==> src/rtl/alu_issue_stage.sv <==
// ID->EX issue register: decodes MIPS op/funct to ALU ctl and registers operands.
// Define ALU_FWD_EN to forward EX/MEM and MEM/WB results into rs/rt at capture.
module alu_issue_stage #(
  parameter int DATA_W = 32,
  parameter int REG_AW = 5
) (
  input  logic              clk,
  input  logic              rst,
  input  logic              in_valid,
  output logic              in_ready,
  input  logic [31:0]       in_instr,
  input  logic [DATA_W-1:0] in_rs_data,
  input  logic [DATA_W-1:0] in_rt_data,
  input  logic              flush,
  input  logic              exmem_wen,
  input  logic [REG_AW-1:0] exmem_rd,
  input  logic [DATA_W-1:0] exmem_data,
  input  logic              memwb_wen,
  input  logic [REG_AW-1:0] memwb_rd,
  input  logic [DATA_W-1:0] memwb_data,
  output logic              out_valid,
  input  logic              out_ready,
  output logic [2:0]        out_ctl,
  output logic [DATA_W-1:0] out_a,
  output logic [DATA_W-1:0] out_b,
  output logic [4:0]        out_shamt,
  output logic [REG_AW-1:0] out_rd,
  output logic              out_wen,
  output logic              out_illegal
);

  localparam logic [2:0] CTL_AND = 3'b000;
  localparam logic [2:0] CTL_OR  = 3'b001;
  localparam logic [2:0] CTL_ADD = 3'b010;
  localparam logic [2:0] CTL_SUB = 3'b110;
  localparam logic [2:0] CTL_SLT = 3'b111;
  localparam logic [2:0] CTL_SLL = 3'b011;

  logic [5:0]        op;
  logic [5:0]        funct;
  logic [REG_AW-1:0] rs_idx;
  logic [REG_AW-1:0] rt_idx;
  logic [REG_AW-1:0] rd_idx;
  logic [15:0]       imm;
  logic [DATA_W-1:0] sext;
  logic [DATA_W-1:0] zext;
  logic [DATA_W-1:0] rs_val;
  logic [DATA_W-1:0] rt_val;

  assign op     = in_instr[31:26];
  assign funct  = in_instr[5:0];
  assign rs_idx = REG_AW'(in_instr[25:21]);
  assign rt_idx = REG_AW'(in_instr[20:16]);
  assign rd_idx = REG_AW'(in_instr[15:11]);
  assign imm    = in_instr[15:0];
  assign sext   = {{(DATA_W-16){imm[15]}}, imm};
  assign zext   = {{(DATA_W-16){1'b0}}, imm};

`ifdef ALU_FWD_EN
  always_comb begin
    rs_val = in_rs_data;
    rt_val = in_rt_data;
    // EX/MEM is the younger result, so it wins over MEM/WB
    if (rs_idx != '0 && exmem_wen && exmem_rd == rs_idx)
      rs_val = exmem_data;
    else if (rs_idx != '0 && memwb_wen && memwb_rd == rs_idx)
      rs_val = memwb_data;
    if (rt_idx != '0 && exmem_wen && exmem_rd == rt_idx)
      rt_val = exmem_data;
    else if (rt_idx != '0 && memwb_wen && memwb_rd == rt_idx)
      rt_val = memwb_data;
  end
`else
  logic unused_fwd;
  assign unused_fwd = ^{exmem_wen, exmem_rd, exmem_data,
                        memwb_wen, memwb_rd, memwb_data};
  assign rs_val = in_rs_data;
  assign rt_val = in_rt_data;
`endif

  logic              valid_q, valid_d;
  logic [2:0]        ctl_q, ctl_d;
  logic [DATA_W-1:0] a_q, a_d;
  logic [DATA_W-1:0] b_q, b_d;
  logic [4:0]        shamt_q, shamt_d;
  logic [REG_AW-1:0] rd_q, rd_d;
  logic              wen_q, wen_d;
  logic              ill_q, ill_d;
  logic              capture;

  always_comb begin
    ctl_d   = CTL_ADD;
    a_d     = rs_val;
    b_d     = rt_val;
    shamt_d = in_instr[10:6];
    rd_d    = rt_idx;
    wen_d   = 1'b1;
    ill_d   = 1'b0;
    unique case (op)
      6'h00: begin
        rd_d = rd_idx;
        unique case (funct)
          6'h20: ctl_d = CTL_ADD;
          6'h22: ctl_d = CTL_SUB;
          6'h24: ctl_d = CTL_AND;
          6'h25: ctl_d = CTL_OR;
          6'h2A: ctl_d = CTL_SLT;
          6'h00: begin
            ctl_d = CTL_SLL;
            a_d   = '0;
          end
          default: ill_d = 1'b1;
        endcase
      end
      6'h08: begin ctl_d = CTL_ADD; b_d = sext; end
      6'h0A: begin ctl_d = CTL_SLT; b_d = sext; end
      6'h0C: begin ctl_d = CTL_AND; b_d = zext; end
      6'h0D: begin ctl_d = CTL_OR;  b_d = zext; end
      6'h23: begin ctl_d = CTL_ADD; b_d = sext; end
      6'h2B: begin
        ctl_d = CTL_ADD;
        b_d   = sext;
        wen_d = 1'b0;
      end
      6'h04: begin ctl_d = CTL_SUB; wen_d = 1'b0; end
      default: ill_d = 1'b1;
    endcase
    if (ill_d) begin
      ctl_d = CTL_ADD;
      wen_d = 1'b0;
    end
    if (rd_d == '0)
      wen_d = 1'b0;
  end

  // flush keeps in_ready high; the incoming word is dropped anyway
  assign in_ready = !valid_q || out_ready || flush;
  assign capture  = in_valid && in_ready && !flush;

  always_comb begin
    valid_d = valid_q;
    if (flush)
      valid_d = 1'b0;
    else if (capture)
      valid_d = 1'b1;
    else if (out_ready)
      valid_d = 1'b0;
  end

  always_ff @(posedge clk or posedge rst) begin
    if (rst) begin
      valid_q <= 1'b0;
      ctl_q   <= CTL_ADD;
      a_q     <= '0;
      b_q     <= '0;
      shamt_q <= '0;
      rd_q    <= '0;
      wen_q   <= 1'b0;
      ill_q   <= 1'b0;
    end else begin
      valid_q <= valid_d;
      if (capture) begin
        ctl_q   <= ctl_d;
        a_q     <= a_d;
        b_q     <= b_d;
        shamt_q <= shamt_d;
        rd_q    <= rd_d;
        wen_q   <= wen_d;
        ill_q   <= ill_d;
      end
    end
  end

  assign out_valid   = valid_q;
  assign out_ctl     = ctl_q;
  assign out_a       = a_q;
  assign out_b       = b_q;
  assign out_shamt   = shamt_q;
  assign out_rd      = rd_q;
  assign out_wen     = wen_q;
  assign out_illegal = ill_q;

endmodule

==> config.mk <==
export PLATFORM = sky130hd
export DESIGN_NAME = alu_issue_stage
export DESIGN_NICKNAME = d
export VERILOG_FILES = /design/src/rtl/alu_issue_stage.sv
export SDC_FILE = /design/constraint.sdc
export NUM_CORES = 1
export LEC_CHECK = 0
export ABC_AREA = 1
export BUFFER_PORTS_ARGS = -buffer_cell sky130_fd_sc_hd__buf_2
export CAP_MARGIN = 20
export CORE_ASPECT_RATIO = 0.75
export CORE_MARGIN = 2
export CORE_UTILIZATION = 38
export DETAILED_ROUTE_END_ITERATION = 7
export PLACE_DENSITY = 0.76
export SLEW_MARGIN = 10
export SYNTH_ARGS = -nofsm -noshare
export SYNTH_HDL_FRONTEND = slang
export SYNTH_SLANG_ARGS = --single-unit
==> constraint.sdc <==
create_clock -name clk -period 2.2 [get_ports clk]
set_clock_uncertainty 0.05 [all_clocks]
set_input_delay 0.22 -clock clk [delete_from_list [all_inputs] [get_ports clk]]
set_output_delay 0.22 -clock clk [all_outputs]
set_load 0.05 [all_outputs]
==> flow_summary.rst, run 1 <==
.. list-table::
   :header-rows: 1

   * - Metric
     - Value
   * - Outcome
     - completed
   * - Number of nets in the synthesized netlist
     - 630
   * - Max Freq
     - 0.652 GHz
   * - Multi-input gate area
     - 0.00163 mm^2
   * - Die Footprint
     - 0.0112 mm^2
   * - Fillers
     - 964
   * - # clock sinks
     - 80
   * - Share of Yosys cell area claimed by the top area cell type
     - 50.4%
   * - Core region area
     - 0.0102 mm^2
   * - Total of flip-flops plus latches after synthesis
     - 80
   * - Transition time of the tightest slew-check pin
     - 909 ps
   * - Cts bufs inserted
     - 9
   * - Largest cells by area after synthesis
     - sky130_fd_sc_hd__dfrtp_1 50%, sky130_fd_sc_hd__nand2_1 12%, sky130_fd_sc_hd__nand3_2 8.4%
   * - Via density
     - 4.76
   * - Share of synthesized area occupied by flip-flops and latches
     - 51.1%
   * - R2R Path Start
     - out_valid$_DFFE_PP0P_
   * - Cell area after layout
     - 0.00519 mm^2
   * - Path depth of the worst reg2reg path
     - 6
   * - Endpoint of the lowest-slack register-to-register path
     - out_b[10]$_DFFE_PP0P_
   * - Number of primary I/O pins
     - 258
   * - Sequential Area
     - 0.00200 mm^2
   * - Overall Power
     - 4.81 mW
   * - Clock root cell
     - sky130_fd_sc_hd__clkbuf_16
   * - Most used flip-flop cell after synthesis
     - sky130_fd_sc_hd__dfrtp_1
   * - Vias in the first global route
     - 3,490
   * - Number of rows in the core area
     - 32
   * - Static Leak
     - 2.78 nW
   * - Placed instance area
     - 0.00491 mm^2
   * - Clock insertion delay at the later pin of the skew report
     - 320 ps
   * - First-pass GRT wire length
     - 16,400 um
   * - Capture point of the worst path
     - out_b[10]$_DFFE_PP0P_
   * - Fraction of final layout cells with drive strength greater than 1
     - 42.2%
   * - Routability congestion estimate from global placement
     - 0.809
   * - Buffers inserted during post-CTS setup optimization
     - 0
   * - Worst Setup Start Kind
     - primary input
   * - Number of antenna violations at the first check in global routing
     - 0
   * - Port bufs
     - 176
   * - Highest-count cells in the layout ignoring fill and taps
     - 176 x sky130_fd_sc_hd__buf_2, 127 x sky130_fd_sc_hd__nand2_1, 79 x sky130_fd_sc_hd__dfrtp_1
   * - Signal arrival time at the worst endpoint
     - 1730 ps
   * - Number of H-tree levels
     - 3
   * - Initial DRT Pass Iterations
     - 5
   * - Distinct cell type count of the synthesized netlist
     - 29
   * - Violation count after the first detailed-routing iteration
     - 143
   * - TritonCTS clock tree
     - built
   * - Min cycle time layout
     - 1530 ps
   * - GRT Overall Usage
     - 18.8%
   * - Chip Height
     - 92.0 um
   * - Maximum number of pins on one net before global-route repair
     - 39
   * - Overall die width
     - 121 um
   * - GRT overflow
     - 0
   * - Number of warnings issued by yosys
     - 0
   * - Detailed-route wire length per cell
     - 13.5 um
   * - Final hold violation count
     - 0
   * - Async set-or-reset flop fraction in the synthesized netlist
     - 100%
   * - Final clock period utilization by the worst path
     - 69.7%
   * - Pwr dens
     - 926 mW/mm^2
   * - Leading area contributor after synthesis
     - sky130_fd_sc_hd__dfrtp_1
   * - Remaining number of nets flagged by the antenna check after routing
     - 0
   * - Routed wire length
     - 10,300 um
   * - Gate count of the mapped netlist
     - 453
   * - Total half-perimeter wirelength after legalization and detailed placement
     - 7700 um
   * - CP startpoint
     - in_instr[28]
   * - Endpoint type of the worst setup path
     - register
   * - Number of cells upsized or downsized after cts
     - 0
   * - Layout area overhead
     - 32.4%
   * - Required time at the endpoint of the critical path
     - 2390 ps
   * - Most common cell after layout, fill and taps aside
     - sky130_fd_sc_hd__buf_2
   * - RSZ-0062 raised after global routing
     - no
   * - Finish-stage setup viols
     - 0
   * - TNS Setup
     - 0 ps
   * - Post-synthesis average cell area
     - 8.66 um^2
   * - DRC violation count after routing
     - 0
   * - Hold_ws
     - 53.3 ps
   * - Remaining max-slew budget at the tightest pin
     - 39.4%
   * - Reg clk slew, reported paths
     - 60 ps
   * - Final net count
     - 802
   * - R2R Setup Slk
     - 770 ps
   * - CP max FO
     - 32
   * - Netlist area before placement
     - 0.00392 mm^2
   * - Crit path kind
     - primary input to register
   * - Hold Path Class
     - primary input to register
   * - Number of max-cap violations
     - 0
   * - Count of pins over their slew limit
     - 0
   * - Maximum ir drop on the vdd rail
     - 587 uV
   * - N_diodes
     - 0
   * - Number of synthesized flops with an enable pin
     - 0
   * - Buffer depth of the longest clock path
     - 2
   * - Number of hold buffers added after cts
     - 1
   * - Count of vias placed by the detailed router
     - 3,634
   * - Initial cell density of the core
     - 38.6%
[layout make-up]
type	count	share of cell area, %
Clock inverter	4	0.915
Multi-Input combinational cell	318	31.4
Timing Repair Buffer	186	19.2
Sequential cell	80	38.6
Tap cell	136	3.28
Clock buffer	10	4.41
Inverter	30	2.26
[state kept, by name, summed over array words and instances, names as in the netlist]
signal and count:
out_illegal 1, out_b 32, out_shamt 5, out_ctl 3, out_rd 5, out_wen 1
out_a 32, out_valid 1
[cell usage after synthesis (2+ instances only)]
cell type and number:
sky130_fd_sc_hd__o21ai_0 8, sky130_fd_sc_hd__nand4_1 10, sky130_fd_sc_hd__a21oi_2 10, sky130_fd_sc_hd__inv_1 26, sky130_fd_sc_hd__buf_6 7, sky130_fd_sc_hd__nand2_1 128, sky130_fd_sc_hd__dfrtp_1 79, sky130_fd_sc_hd__nand3_2 33
sky130_fd_sc_hd__inv_2 4, sky130_fd_sc_hd__nand3_1 10, sky130_fd_sc_hd__nor2_4 2, sky130_fd_sc_hd__buf_4 4, sky130_fd_sc_hd__o21ai_1 2, sky130_fd_sc_hd__clkbuf_1 7, sky130_fd_sc_hd__nor2_2 10, sky130_fd_sc_hd__buf_2 5
sky130_fd_sc_hd__nor2_1 59, sky130_fd_sc_hd__a21oi_1 38
[logic make-up after synthesis]
kind of cell    synth area share [%]
simple gates                    32.8
compound gates                  8.74
buf+inv                         7.43
flops                           51.1
[routing by layer]
layer / vias up / routed length [um] / track usage [%] / share of wire, %
li1: 1790 / - / - / -
met1: 1687 / 4320 / 23.0 / 42
met2: 146 / 5040 / 32.5 / 49
met3: 11 / 803 / 5.66 / 7.8
met4: 0 / 112 / 4.69 / 1.1
met5: - / 0 / 0 / 0
[worst max-delay path: stages]
cell                      delay, ps
sky130_fd_sc_hd__buf_2          130
sky130_fd_sc_hd__nand2_1         90
sky130_fd_sc_hd__inv_2           50
sky130_fd_sc_hd__nand3_2        100
sky130_fd_sc_hd__nand3_4        230
sky130_fd_sc_hd__inv_2          590
sky130_fd_sc_hd__nand2_1        110
sky130_fd_sc_hd__a21oi_1        200
[per-stage QoR]
stage	cells	utilization (%)	setup slack [ps]
after floorplan	453	-	589
after global placement	749	48.3	403
after detailed placement	749	48.3	305
after CTS	764	51.1	654
after global routing	764	51.1	539
final	764	51.1	666
[power breakdown]
group / switching [mW] / internal [mW] / leakage, nW
registers: 0.112 / 1.70 / 0.947
logic: 1.22 / 0.379 / 1.70
clock network: 0.544 / 0.861 / 0.134
total: 1.87 / 2.94 / 2.78
[how the worst min path moves through the flow]
stage | from | endpoint | slack [ps] | cells past startpoint
after CTS | in_instr[10] | out_shamt[4]$_DFFE_PP0P_ | 40 | 3
final | in_instr[10] | out_shamt[4]$_DFFE_PP0P_ | 50 | 3
after global routing | in_instr[10] | out_shamt[4]$_DFFE_PP0P_ | 40 | 3
after floorplan | in_instr[10] | out_shamt[4]$_DFFE_PP0P_ | 280 | 2
after global placement | rst | out_b[16]$_DFFE_PP0P_ | 280 | 2
after detailed placement | rst | out_b[16]$_DFFE_PP0P_ | 290 | 2
Power figures use the tool's default switching activity.
==> run 2, diff against run 1 <==
--- a/config.mk
+++ b/config.mk
@@ -10,9 +10,9 @@
 export CAP_MARGIN = 20
 export CORE_ASPECT_RATIO = 0.75
 export CORE_MARGIN = 2
-export CORE_UTILIZATION = 38
+export CORE_UTILIZATION = 42
 export DETAILED_ROUTE_END_ITERATION = 7
-export PLACE_DENSITY = 0.76
+export PLACE_DENSITY = 0.8
 export SLEW_MARGIN = 10
 export SYNTH_ARGS = -nofsm -noshare
 export SYNTH_HDL_FRONTEND = slang
==> constraint.sdc (replaced) <==
create_clock -name clk -period 1.48 [get_ports clk]
set_clock_uncertainty 0.05 [all_clocks]
set_input_delay 0.148 -clock clk [delete_from_list [all_inputs] [get_ports clk]]
set_output_delay 0.148 -clock clk [all_outputs]
set_load 0.05 [all_outputs]
==> run 2 against run 1 <==
Wire length up 5.8%. Design area up 7.5%. Power up 52%. Critical endpoint is now in_ready. Sequential power up 49%.
==> flow_summary.rst, run 2 (synthesized netlist as in run 1, its figures left out) <==
.. list-table::
   :header-rows: 1

   * - Metric
     - Value
   * - Outcome
     - completed
   * - Relative contribution of combinational cells to total power
     - 33.7%
   * - Total half-perimeter wirelength after legalization and detailed placement
     - 8050 um
   * - Remaining max-slew budget at the tightest pin
     - 66.7%
   * - Number of H-tree levels
     - 3
   * - Static Leak
     - 2.98 nW
   * - Maximum number of pins on one net before global-route repair
     - 45
   * - Inst Count DP
     - 754
   * - Share of the core filled with cells
     - 61.7%
   * - TritonCTS clock tree
     - built
   * - Fraction of power consumed by sequential logic
     - 36.9%
   * - GRT Overall Usage
     - 21.7%
   * - Hold Path Class
     - primary input to register
   * - Layout area overhead
     - 42.4%
   * - Initial cell density of the core
     - 43.4%
   * - Finish-stage setup viols
     - 0
   * - Min cycle time layout
     - 1420 ps
   * - Violation count after the first detailed-routing iteration
     - 201
   * - Die Footprint
     - 0.0101 mm^2
   * - Max Freq
     - 0.702 GHz
   * - Highest-count cells in the layout ignoring fill and taps
     - 175 x sky130_fd_sc_hd__buf_2, 127 x sky130_fd_sc_hd__nand2_1, 78 x sky130_fd_sc_hd__dfrtp_1
   * - Worst Setup Start Kind
     - register
   * - Routability congestion estimate from global placement
     - 0.835
   * - RSZ-0062 raised after global routing
     - no
   * - Path depth of the worst reg2reg path
     - 6
   * - Fin worst setup slack
     - 56.1 ps
   * - Hold Crit Depth
     - 3
   * - Chip Height
     - 87.7 um
   * - Sequential Area
     - 0.00200 mm^2
   * - Initial DRT Pass Iterations
     - 4
   * - Number of primary I/O pins
     - 258
   * - Overall Power
     - 7.31 mW
   * - Reg clk slew, reported paths
     - 60 ps
   * - Detailed-route wire length per cell
     - 13.7 um
   * - Hold_ws
     - 8.47 ps
   * - Clock insertion delay at the later pin of the skew report
     - 320 ps
   * - Transition time of the tightest slew-check pin
     - 498 ps
   * - Post-route non-filler standard cell count
     - 795
   * - P_sw
     - 2.83 mW
   * - Cell area after layout
     - 0.00558 mm^2
   * - First-pass GRT wire length
     - 17,300 um
   * - Fillers
     - 778
   * - Crit path kind
     - register to primary output
   * - Clock root cell
     - sky130_fd_sc_hd__clkbuf_16
   * - Core region area
     - 0.00905 mm^2
   * - Clock group share of total power
     - 29.4%
   * - Cts bufs inserted
     - 9
   * - Pwr dens
     - 1310 mW/mm^2
   * - Final hold violation count
     - 0
   * - Placed instance area
     - 0.00503 mm^2
   * - Maximum ir drop on the vdd rail
     - 877 uV
   * - Sw frac
     - 38.7%
   * - Internal Pwr Total
     - 4.49 mW
   * - Signal arrival time at the worst endpoint
     - 1230 ps
   * - Final clock period utilization by the worst path
     - 96.2%
   * - Count of vias placed by the detailed router
     - 3,831
   * - N_diodes
     - 0
   * - Endpoint type of the worst setup path
     - primary output
   * - Count of pins over their slew limit
     - 0
   * - GRT overflow
     - 0
   * - Vias in the first global route
     - 3,732
   * - Buffer depth of the longest clock path
     - 2
   * - Routed wire length
     - 10,900 um
   * - Number of max-cap violations
     - 0
   * - DRC violation count after routing
     - 0
   * - Overall die width
     - 116 um
   * - Via density
     - 4.82
   * - Multi-input gate area
     - 0.00163 mm^2
   * - CP max FO
     - 2
   * - Fraction of final layout cells with drive strength greater than 1
     - 42.0%
   * - Number of antenna violations at the first check in global routing
     - 0
   * - TNS Setup
     - 0 ps
   * - Final net count
     - 840
   * - # clock sinks
     - 80
   * - Worst slack at placement
     - 29.9 ps
   * - Number of rows in the core area
     - 30
   * - Required time at the endpoint of the critical path
     - 1280 ps
   * - Remaining number of nets flagged by the antenna check after routing
     - 0
   * - Most common cell after layout, fill and taps aside
     - sky130_fd_sc_hd__buf_2
   * - Buffers inserted during post-CTS setup optimization
     - 0
   * - Port bufs
     - 176
==> run 2: routing by layer <==
layer	up-vias	routed length, um	global-route usage [%]	share of wire, %
met2	143	5210	36.6	48
li1	1868	-	-	-
met5	-	0	0	0
met1	1808	4730	27.2	43
met4	0	131	6.13	1.2
met3	12	812	6.51	7.5
==> run 2: repair_timing <==
action	4_1_cts	5_1_grt
endpoints found under the setup margin	0	1
resized for setup	0	2
hold endpoints to repair	40	1
hold buffers	25	1
==> run 2: power by group through the flow <==
| stage | logic, mW | registers, mW | clock network (mW) |
|---|---|---|---|
| detailed placement | 2.42 | 2.73 | 0 |
| floorplan | 0.541 | 3.91 | 0 |
| CTS | 2.48 | 2.69 | 2.21 |
| global placement | 2.38 | 2.71 | 0 |
| global route | 2.62 | 2.74 | 2.31 |
| finish | 2.47 | 2.70 | 2.15 |
==> run 2: final cells by class <==
| cell class | instances | share of cell area, % |
|---|---|---|
| flip-flops and latches | 80 | 35.9 |
| multi-input cells | 318 | 29.2 |
| repair buffers | 224 | 24.8 |
| clock buffers | 11 | 4.35 |
| well taps | 128 | 2.87 |
| inverters | 30 | 2.11 |
| clock inverters | 4 | 0.807 |
==> run 2: path summary, 6_finish.rpt <==
kind	from	end	slack, ps
hold reg to reg	out_wen$_DFFE_PP0P_	out_wen$_DFFE_PP0P_	430
hold / removal	in_rt_data[6]	out_b[6]$_DFFE_PP0P_	8
setup reg to reg	out_valid$_DFFE_PP0P_	out_a[6]$_DFFE_PP0P_	150
min in group asynchronous	rst	out_rd[4]$_DFFE_PP0P_	350
setup / recovery	out_valid$_DFFE_PP0P_	in_ready	60
max in group asynchronous	rst	out_valid$_DFFE_PP0P_	500
==> run 2: critical path, cell delays in order, from the launching register on <==
cell	delay, ps
sky130_fd_sc_hd__dfrtp_2	350
sky130_fd_sc_hd__nand2_1	70
sky130_fd_sc_hd__or2_2	290
sky130_fd_sc_hd__buf_4	190
